## src/rtl/instr_feeder_if.sv

```systemverilog
// Host/datapath-facing bus of the instruction feeder.
// master: the host/loader side that drives control and program words.
// slave:  the feeder itself.
interface instr_feeder_if #(
  parameter int unsigned WIDTH = 4,
  parameter int unsigned AW    = 3
);
  logic             load_en;
  logic [AW-1:0]    load_addr;
  logic [WIDTH-1:0] load_data;
  logic [AW-1:0]    last_addr;
  logic             start;
  logic             halt_req;
  logic [WIDTH-1:0] next;
  logic [AW-1:0]    pc;
  logic [1:0]       phase;
  logic             running;
  logic             done;
  logic             load_err;
  logic [7:0]       retired;

  modport master (
    output load_en, load_addr, load_data, last_addr, start, halt_req,
    input  next, pc, phase, running, done, load_err, retired
  );

  modport slave (
    input  load_en, load_addr, load_data, last_addr, start, halt_req,
    output next, pc, phase, running, done, load_err, retired
  );
endinterface

```

## src/rtl/instr_feeder.sv

```systemverilog
// instr_feeder: program memory + program counter feeding a 4-cycle
// IF/ID/EX/WB consumer. Each instruction is held on `next` for one full
// window; `phase` tracks the consumer's step inside that window.
// Optional feature macro: LOOP_EN -- when defined, reaching the last
// instruction wraps back to address 0 instead of finishing; only a halt
// request ends the run.
module instr_feeder #(
  parameter int unsigned      WIDTH     = 4,
  parameter int unsigned      DEPTH     = 8,
  parameter int unsigned      AW        = 3,
  parameter logic [WIDTH-1:0] IDLE_INSN = '0
) (
  input  logic           clk,
  input  logic           rst,
  instr_feeder_if.slave  bus
);

  localparam logic [0:0] ST_IDLE = 1'b0;
  localparam logic [0:0] ST_RUN  = 1'b1;

  logic [0:0]       state;
  logic [WIDTH-1:0] mem [DEPTH];
  logic [WIDTH-1:0] next_q;
  logic [AW-1:0]    pc_q;
  logic [AW-1:0]    end_addr;
  logic [1:0]       phase_q;
  logic             done_q;
  logic             load_err_q;
  logic             halt_seen;
  logic [7:0]       retired_q;

  logic             wr_ok;
  logic             start_go;
  logic [WIDTH-1:0] first_insn;
  logic [AW-1:0]    pc_inc;
  logic             window_end;
  logic             halt_now;
  logic             at_end;

  // Decode of the per-cycle decisions shared by memory and control.
  always_comb begin
    wr_ok      = bus.load_en && (state == ST_IDLE) && !rst;
    start_go   = (state == ST_IDLE) && bus.start;
    // A word written to address 0 in the start cycle is not in memory yet,
    // so it is forwarded straight to `next`.
    first_insn = (wr_ok && (bus.load_addr == '0)) ? bus.load_data : mem[0];
    pc_inc     = pc_q + 1'b1;
    window_end = (state == ST_RUN) && (phase_q == 2'd3);
    halt_now   = halt_seen || bus.halt_req;
    at_end     = (pc_q == end_addr);
  end

  // Program memory: written only while idle, never cleared by reset.
  always_ff @(posedge clk) begin
    if (wr_ok)
      mem[bus.load_addr] <= bus.load_data;
  end

  // Sequencer: state, program counter, phase, and status pulses.
  always_ff @(posedge clk) begin
    if (rst) begin
      state      <= ST_IDLE;
      next_q     <= IDLE_INSN;
      pc_q       <= '0;
      end_addr   <= '0;
      phase_q    <= '0;
      done_q     <= 1'b0;
      load_err_q <= 1'b0;
      halt_seen  <= 1'b0;
      retired_q  <= '0;
    end else begin
      done_q     <= 1'b0;
      load_err_q <= (state == ST_RUN) && bus.load_en;

      case (state)
        ST_IDLE: begin
          if (start_go) begin
            state     <= ST_RUN;
            next_q    <= first_insn;
            pc_q      <= '0;
            phase_q   <= '0;
            retired_q <= '0;
            end_addr  <= bus.last_addr;
            halt_seen <= 1'b0;
          end
        end

        ST_RUN: begin
          if (!window_end) begin
            phase_q   <= phase_q + 2'd1;
            halt_seen <= halt_now;
          end else begin
            if (retired_q != 8'hFF)
              retired_q <= retired_q + 8'd1;
            phase_q   <= '0;
            halt_seen <= 1'b0;
            if (halt_now) begin
              state  <= ST_IDLE;
              done_q <= 1'b1;
              next_q <= IDLE_INSN;
            end else if (at_end) begin
`ifdef LOOP_EN
              pc_q   <= '0;
              next_q <= mem[0];
`else
              state  <= ST_IDLE;
              done_q <= 1'b1;
              next_q <= IDLE_INSN;
`endif
            end else begin
              pc_q   <= pc_inc;
              next_q <= mem[pc_inc];
            end
          end
        end

        default: state <= ST_IDLE;
      endcase
    end
  end

  assign bus.next     = next_q;
  assign bus.pc       = pc_q;
  assign bus.phase    = phase_q;
  assign bus.running  = (state == ST_RUN);
  assign bus.done     = done_q;
  assign bus.load_err = load_err_q;
  assign bus.retired  = retired_q;

  // Structural invariants of the sequencer.
  a_idle_phase : assert property (@(posedge clk) disable iff (rst)
    (state == ST_IDLE) |-> (phase_q == 2'd0));
  a_done_idle  : assert property (@(posedge clk) disable iff (rst)
    done_q |-> (state == ST_IDLE));
  a_next_hold  : assert property (@(posedge clk) disable iff (rst)
    ((state == ST_RUN) && (phase_q != 2'd3)) |=> $stable(next_q));

endmodule
```

## src/flat_wrapper.sv

```systemverilog
// flat-port wrapper written by rule: the top's interface ports become plain ports
module instr_feeder_flat 
#(
  parameter int unsigned      WIDTH     = 4,
  parameter int unsigned      DEPTH     = 8,
  parameter int unsigned      AW        = 3,
  parameter logic [WIDTH-1:0] IDLE_INSN = '0
)
  (clk, rst, bus_load_en, bus_load_addr, bus_load_data, bus_last_addr, bus_start, bus_halt_req, bus_next, bus_pc, bus_phase, bus_running, bus_done, bus_load_err, bus_retired);
  instr_feeder_if #(.WIDTH(WIDTH), .AW(AW)) bus_i ();
  input  logic clk;
  input  logic rst;
  input wire logic [$bits(bus_i.load_en)-1:0] bus_load_en;
  input wire logic [$bits(bus_i.load_addr)-1:0] bus_load_addr;
  input wire logic [$bits(bus_i.load_data)-1:0] bus_load_data;
  input wire logic [$bits(bus_i.last_addr)-1:0] bus_last_addr;
  input wire logic [$bits(bus_i.start)-1:0] bus_start;
  input wire logic [$bits(bus_i.halt_req)-1:0] bus_halt_req;
  output wire logic [$bits(bus_i.next)-1:0] bus_next;
  output wire logic [$bits(bus_i.pc)-1:0] bus_pc;
  output wire logic [$bits(bus_i.phase)-1:0] bus_phase;
  output wire logic [$bits(bus_i.running)-1:0] bus_running;
  output wire logic [$bits(bus_i.done)-1:0] bus_done;
  output wire logic [$bits(bus_i.load_err)-1:0] bus_load_err;
  output wire logic [$bits(bus_i.retired)-1:0] bus_retired;
  assign bus_i.load_en = bus_load_en;
  assign bus_i.load_addr = bus_load_addr;
  assign bus_i.load_data = bus_load_data;
  assign bus_i.last_addr = bus_last_addr;
  assign bus_i.start = bus_start;
  assign bus_i.halt_req = bus_halt_req;
  assign bus_next = bus_i.next;
  assign bus_pc = bus_i.pc;
  assign bus_phase = bus_i.phase;
  assign bus_running = bus_i.running;
  assign bus_done = bus_i.done;
  assign bus_load_err = bus_i.load_err;
  assign bus_retired = bus_i.retired;
  instr_feeder #(.WIDTH(WIDTH), .DEPTH(DEPTH), .AW(AW), .IDLE_INSN(IDLE_INSN)) u_core (.clk(clk), .rst(rst), .bus(bus_i));
endmodule
```

## config.mk

```make
export PLATFORM = sky130hd
export DESIGN_NAME = instr_feeder_flat
export DESIGN_NICKNAME = d
export VERILOG_FILES = /design/src/rtl/instr_feeder_if.sv /design/src/rtl/instr_feeder.sv /design/src/flat_wrapper.sv
export SDC_FILE = /design/constraint.sdc
export NUM_CORES = 1
export LEC_CHECK = 0
export BUFFER_PORTS_ARGS = -buffer_cell sky130_fd_sc_hd__buf_2
export CAP_MARGIN = 25
export CORE_ASPECT_RATIO = 0.5
export CORE_MARGIN = 4
export CORE_UTILIZATION = 35
export CTS_BUF_LIST = sky130_fd_sc_hd__clkbuf_8
export DETAILED_ROUTE_END_ITERATION = 16
export GPL_TIMING_DRIVEN = 0
export PLACE_DENSITY_LB_ADDON = 0.1
export SLEW_MARGIN = 15
export SYNTH_ARGS = -nofsm -noshare
export SYNTH_HDL_FRONTEND = slang
export SYNTH_SLANG_ARGS = --single-unit
```

## constraint.sdc

```tcl
create_clock -name clk -period 2.4 [get_ports clk]
set_input_delay 0.48 -clock clk [delete_from_list [all_inputs] [get_ports clk]]
set_output_delay 0.48 -clock clk [all_outputs]
set_load 0.05 [all_outputs]
```

* Word level (Yosys, flattened, before mapping)
Memories as Yosys holds them, arrays and structs flattened.
Cells that the tools add are included.
** Cells by class
- Add/sub/neg operators :: 3
- Equality and inequality tests :: 8
- Mux-type cells :: 30
- Bitwise operators :: 2
- Reductions and logical operators :: 14
** Operators with widths (count)
- $mux W8 :: 3
- $mux W4 :: 5
- $pmux W8 S2 :: 1
- $mux W3 :: 4
- $mux W1 :: 10
- $add A8 B1 Y8 const B :: 1
- $ne A2 B2 Y1 const B :: 4
- $ne A8 B8 Y1 const B :: 1
- $pmux W4 S2 :: 1
- $logic_and A1 B1 Y1 :: 6
- $pmux W3 S2 :: 1
- $mux W2 :: 2
- $pmux W1 S2 :: 2
- $pmux W2 S2 :: 1
- $reduce_and A2 Y1 :: 2
- $reduce_and A4 Y1 :: 1
- $add A3 B1 Y3 const B :: 1
- $eq A3 B3 Y1 :: 1
- $logic_not A3 Y1 :: 1
- $reduce_and A3 Y1 :: 1
- $reduce_or A3 Y1 :: 1
- $add A2 B1 Y2 const B :: 1
- $eq A2 B2 Y1 const B :: 1
- $ne A2 B1 Y1 const B :: 1
- other kinds (3) :: 4
** Word-level totals
- Register bits :: 24
- RAM bits :: 32
- Input port bits :: 15
- Output and inout port bits :: 20
- Memories kept :: 1
** Memories
- u_core.mem :: words 8, bits a word 4, read ports 2, clocked after memory_dff 0, wr ports 1, RTL line instr_feeder.sv:22 : logic [WIDTH-1:0] mem [DEPTH];

* Logic depth before layout (Yosys ltp)
- Depth in word-level cells :: 7
- Depth in mapped cells :: 7

* Worst setup path after synthesis
Ideal clock, no wire load.
- Path type :: register to register
- Start point :: register u_core.state, in the netlist u_core.bus.running
- End point :: register u_core.next_q[2], in the netlist u_core.bus.next[2]
- Setup time :: 0.122 ns
- Arrival :: 2.102 ns
- Data required time :: 2.278 ns
- Slack :: 0.176 ns
- Cell stages (with the launch flop) :: 5
- Path buffers :: 0
- Cells stage by stage :: dfxtp_1 -> or4b_4 -> nor3_4 -> mux2_1 -> a221o_1
** Between the ends
- Longest elaborated chain between the ends :: 7
** RTL lines
- start: declaration :: RTL line instr_feeder.sv:21 : logic [0:0] state;
- start signal: assignment :: RTL line instr_feeder.sv:62 : state <= ST_IDLE;
- start signal: assignment :: RTL line instr_feeder.sv:78 : state <= ST_RUN;
- start signal: assignment :: RTL line instr_feeder.sv:98 : state <= ST_IDLE;
- $not A1 Y1 (no line)
- $logic_and A1 B1 Y1 (2 in series) :: RTL line instr_feeder.sv:42 : wr_ok = bus.load_en && (state == ST_IDLE) && !rst;
- $logic_and A1 B1 Y1 :: RTL line instr_feeder.sv:46 : first_insn = (wr_ok && (bus.load_addr == '0)) ? bus.load_data : mem[0];
- $mux W4 :: RTL line instr_feeder.sv:46
- $mux W4 :: RTL line instr_feeder.sv:77 : if (start_go) begin
- $pmux W4 S2 :: RTL line instr_feeder.sv:75 : case (state)
- end signal: assignment :: RTL line instr_feeder.sv:79 : next_q <= first_insn;
- end signal: assignment :: RTL line instr_feeder.sv:112 : next_q <= mem[pc_inc];
- end: declaration :: RTL line instr_feeder.sv:23 : logic [WIDTH-1:0] next_q;
Several ways; a longest one is shown, not always the timed one. The select of a mux whose other input is x is not followed.
A chain may end at the register's enable or synchronous reset.

* Final worst setup path
Same ends and word-level chain as after synthesis.

==> impl_metrics.csv <==
group,metric,value,unit
run_status,outcome,"completed",
sta,maxSlewViolCount,0,
sta,period_needed,2.20,ns
setup_path,slowest_stage,"or4b_4",
routing,wl_per_cell,16.1,µm
sta,whs,0.363,ns
yosys,ys_ff_latch,56,
clock_tree,cts_root_buf,"clkbuf_8",
placement,port_buffers,33,
floorplan,core_area,6810,µm²
yosys,yosysWarnings,0,
final_layout,stdcell_area,2870,µm²
power,switching_share,25.1,%
routing,drc_errors,0,
global_routing,grt_pass1_vias,1629,
final_layout,synthToLayoutAreaGrowth,15.0,%
yosys,syn_area_per_cell,12.7,µm²
routing,ant_nets,0,
routing,vias_per_cell,4.96,
clock_tree,post_cts_buffers,0,
yosys,synth_xor_area_share,1.41,%
power,p_seq_share,60.8,%
clock_tree,cts_buffer_depth,2,
clock_tree,htreeDepth,2,
final_layout,antenna_cells,0,
sta,setup_viol,0,
yosys,synth_compound_area_share,9.69,%
yosys,syn_nets,214,
setup_path,cp_max_fo,8,
floorplan,num_io_pins,35,
clock_tree,cts_buffers,5,
sta,finalHoldViolations,0,
setup_path,worstPathArrival,2.41,ns
placement,placed_cells,321,
power,peakVddDrop,0.000213,V
global_routing,grt_pass1_wl,8500,µm
sta,fin_crit_sh,91.5,%
routing,firstDrtPassIters,4,
power,internal-power,1.28,mW
power,switchingPower,0.429,mW
run,drv_cap,0,
sta,fmax,455,MHz
global_routing,grt_max_degree,20,
sta,setup_tns,0,ns
global_routing,grt_usage,13.0,%
placement,gp_congestion,0.738,
yosys,synth_adder_area_share,1.51,%
clock_tree,clock_latency,0.32,ns
floorplan,die_h,67.7,µm
yosys,netlist_instances,196,
routing,vias,1632,
setup_path,worstSetupStartpointType,"flop",
clock_tree,postCtsResizedCells,0,
yosys,synth_area,2490,µm²
setup_path,path_cells,"or4b_4 > nor3_4 > mux2_1 > a221o_1",
global_routing,antenna_found_initial,0,
setup_path,cp.required,2.61,ns
floorplan,fp-row-count,21,
floorplan,die_w,127,µm
yosys,async_flop_share,0,%
setup_path,cp_num_buf_inv,0,
yosys,synthFlopType,"edfxtp_1",
setup_path,cpPeakStageDelay,0.61,ns
power,share_comb_of_total_power,7.6,%
power,p_clk_share,31.6,%
routing,wl,5290,µm
yosys,synth-edff-count,32,
global_routing,gr-total-overflow,0,
floorplan,die_area,8610,µm²
setup_path,critPathKind,"reg2reg",
floorplan,start_util,36.6,%
min_path,hp-class,"in2reg",
yosys,yosysUniqueCellTypes,47,
final_layout,nNetsFinal,254,
yosys,ys_seq_area_share,57.9,%
final_layout,layout-drive-gt1-share,21.5,%
yosys,synth_top_family_by_area,"simple AND/OR/NAND/NOR gates",
final_layout,final_util,42.1,%
yosys,synth.area.mux_share,13.6,%
sta,clock_skew,0.00789,ns
clock_tree,clk_pin_slew,0.10,ns
clock_tree,cts_hold_buffers,0,
placement,placed_cell_area,2770,µm²
power,power_density,597,nW/µm²
clock_tree,cts.sinks,56,
sta,rsz0062_at_grt,"false",
routing,drt_iter0_drc,74,
setup_path,critPathTopFamily,"simple AND/OR/NAND/NOR gates",
sta,relSlewSlack,43.4,%
final_layout,fin_cells,329,
placement,dpl.hpwl,3870,µm
sta,worstMarginPinSlew,0.839,ns
yosys,synthSimpleGateAreaFrac,14.0,%
setup_path,crit_path_end_kind,"flop",
power,power.leakage,1.03,nW
clock_tree,cts_tree,"done",
-- sequential cells by signal (all words and copies together), names as in the netlist, 2 cells and up --
signal              count
u_core.mem             32
u_core.bus.pc           3
u_core.bus.next         4
u_core.end_addr         3
u_core.bus.retired      8
u_core.bus.phase        2
-- worst reg2reg max path, cell delays in order (launching register included) --
cell and delay, ns:
dfxtp_1 0.38, or4b_4 0.61, nor3_4 0.38, mux2_1 0.39, a221o_1 0.34
-- final cells by class --
| cell class | count | area (µm²) |
|---|---|---|
| Fill cell | 637 | 3940 |
| Tap cell | 92 | 115 |
| Inverter | 1 | 3.75 |
| Clock inverter | 3 | 25.0 |
| Timing Repair Buffer | 33 | 165 |
| Multi-Input combinational cell | 131 | 1000 |
| Buffer | 8 | 45.0 |
| Sequential cell | 56 | 1440 |
| Clock buffer | 5 | 68.8 |
-- synth_stat cells (2+ instances only) --
library cell	count	share of area [%]
a21boi_0	4	1.2
a21oi_1	8	1.6
a221o_1	4	1.6
and2_1	4	1.0
buf_2	3	0.60
clkbuf_1	3	0.45
dfxtp_1	24	19
edfxtp_1	32	39
ha_1	3	1.5
mux2_1	4	1.8
mux2i_1	18	7.2
mux4_1	3	3.2
nand2_1	14	2.1
nand2b_1	5	1.3
nand3_1	4	0.80
nor2_1	20	3.0
nor3_1	2	0.40
nor3b_1	3	0.90
o21a_1	2	0.60
o21ai_0	2	0.40
o31ai_1	3	0.90
or3_1	2	0.50
or4_1	2	0.60
xor2_1	4	1.4
-- placed cells by master, fill, tap and decap left out, drive strengths merged, types with 3 or more instances in the layout --
| master | instances |
|---|---|
| buf | 38 |
| edfxtp | 32 |
| dfxtp | 24 |
| nor2 | 20 |
| mux2i | 18 |
| nand2 | 14 |
| a21oi | 8 |
| clkbuf | 8 |
| nand2b | 5 |
| a21boi | 5 |
| mux2 | 5 |
| and2 | 4 |
| xor2 | 4 |
| nand3 | 4 |
| a221o | 4 |
| mux4 | 4 |
| o31ai | 3 |
| nor3b | 3 |
| ha | 3 |
| nor3 | 3 |
| inv | 3 |
-- through the flow --
stage	setup WS (ns)	power, mW
floorplan	0.176	1.14
global placement	-0.000205	1.19
detailed placement	-0.00740	1.19
CTS	0.182	1.73
global route	0.0996	1.79
finish	0.204	1.71
-- routing by layer --
metal,track usage (%),routed length [µm]
met5,0,0
met4,4.01,58
met3,4.27,281
met2,21.1,2390
met1,16.7,2560
-- path summary, 6_finish.rpt --
path,to,from,depth (start not counted),slack [ns]
max,u_core.bus.next[2]$_SDFFE_PP0P_,u_core.bus.running$_SDFF_PP0_,4,0.20
min,u_core.bus.pc[2]$_SDFFE_PP0P_,rst,2,0.36
max reg2reg,u_core.bus.next[2]$_SDFFE_PP0P_,u_core.bus.running$_SDFF_PP0_,4,0.20
min reg2reg,u_core.end_addr[2]$_SDFFE_PP0P_,u_core.end_addr[2]$_SDFFE_PP0P_,2,0.48
-- power by group through the flow --
stage | Combinational, mW | Clock (mW) | Sequential, mW
2_1_floorplan | 0.0552 | 0 | 1.09
3_3_place_gp | 0.130 | 0 | 1.06
3_5_place_dp | 0.132 | 0 | 1.06
4_1_cts | 0.132 | 0.562 | 1.04
5_1_grt | 0.144 | 0.601 | 1.04
6_report | 0.130 | 0.542 | 1.04
-- cells by family (layout without fill, tap and decap cells) --
group,count (synthesis),after routing
flip-flops,56,56
multiplexers,27,27
XOR/XNOR,4,4
AND/OR/NAND/NOR,65,65
AO/OA/AOI/OAI,32,32
buffers and inverters,9,50
adder cells (fa/ha/maj),3,3
No activity file was read; power rests on OpenSTA's default activity.
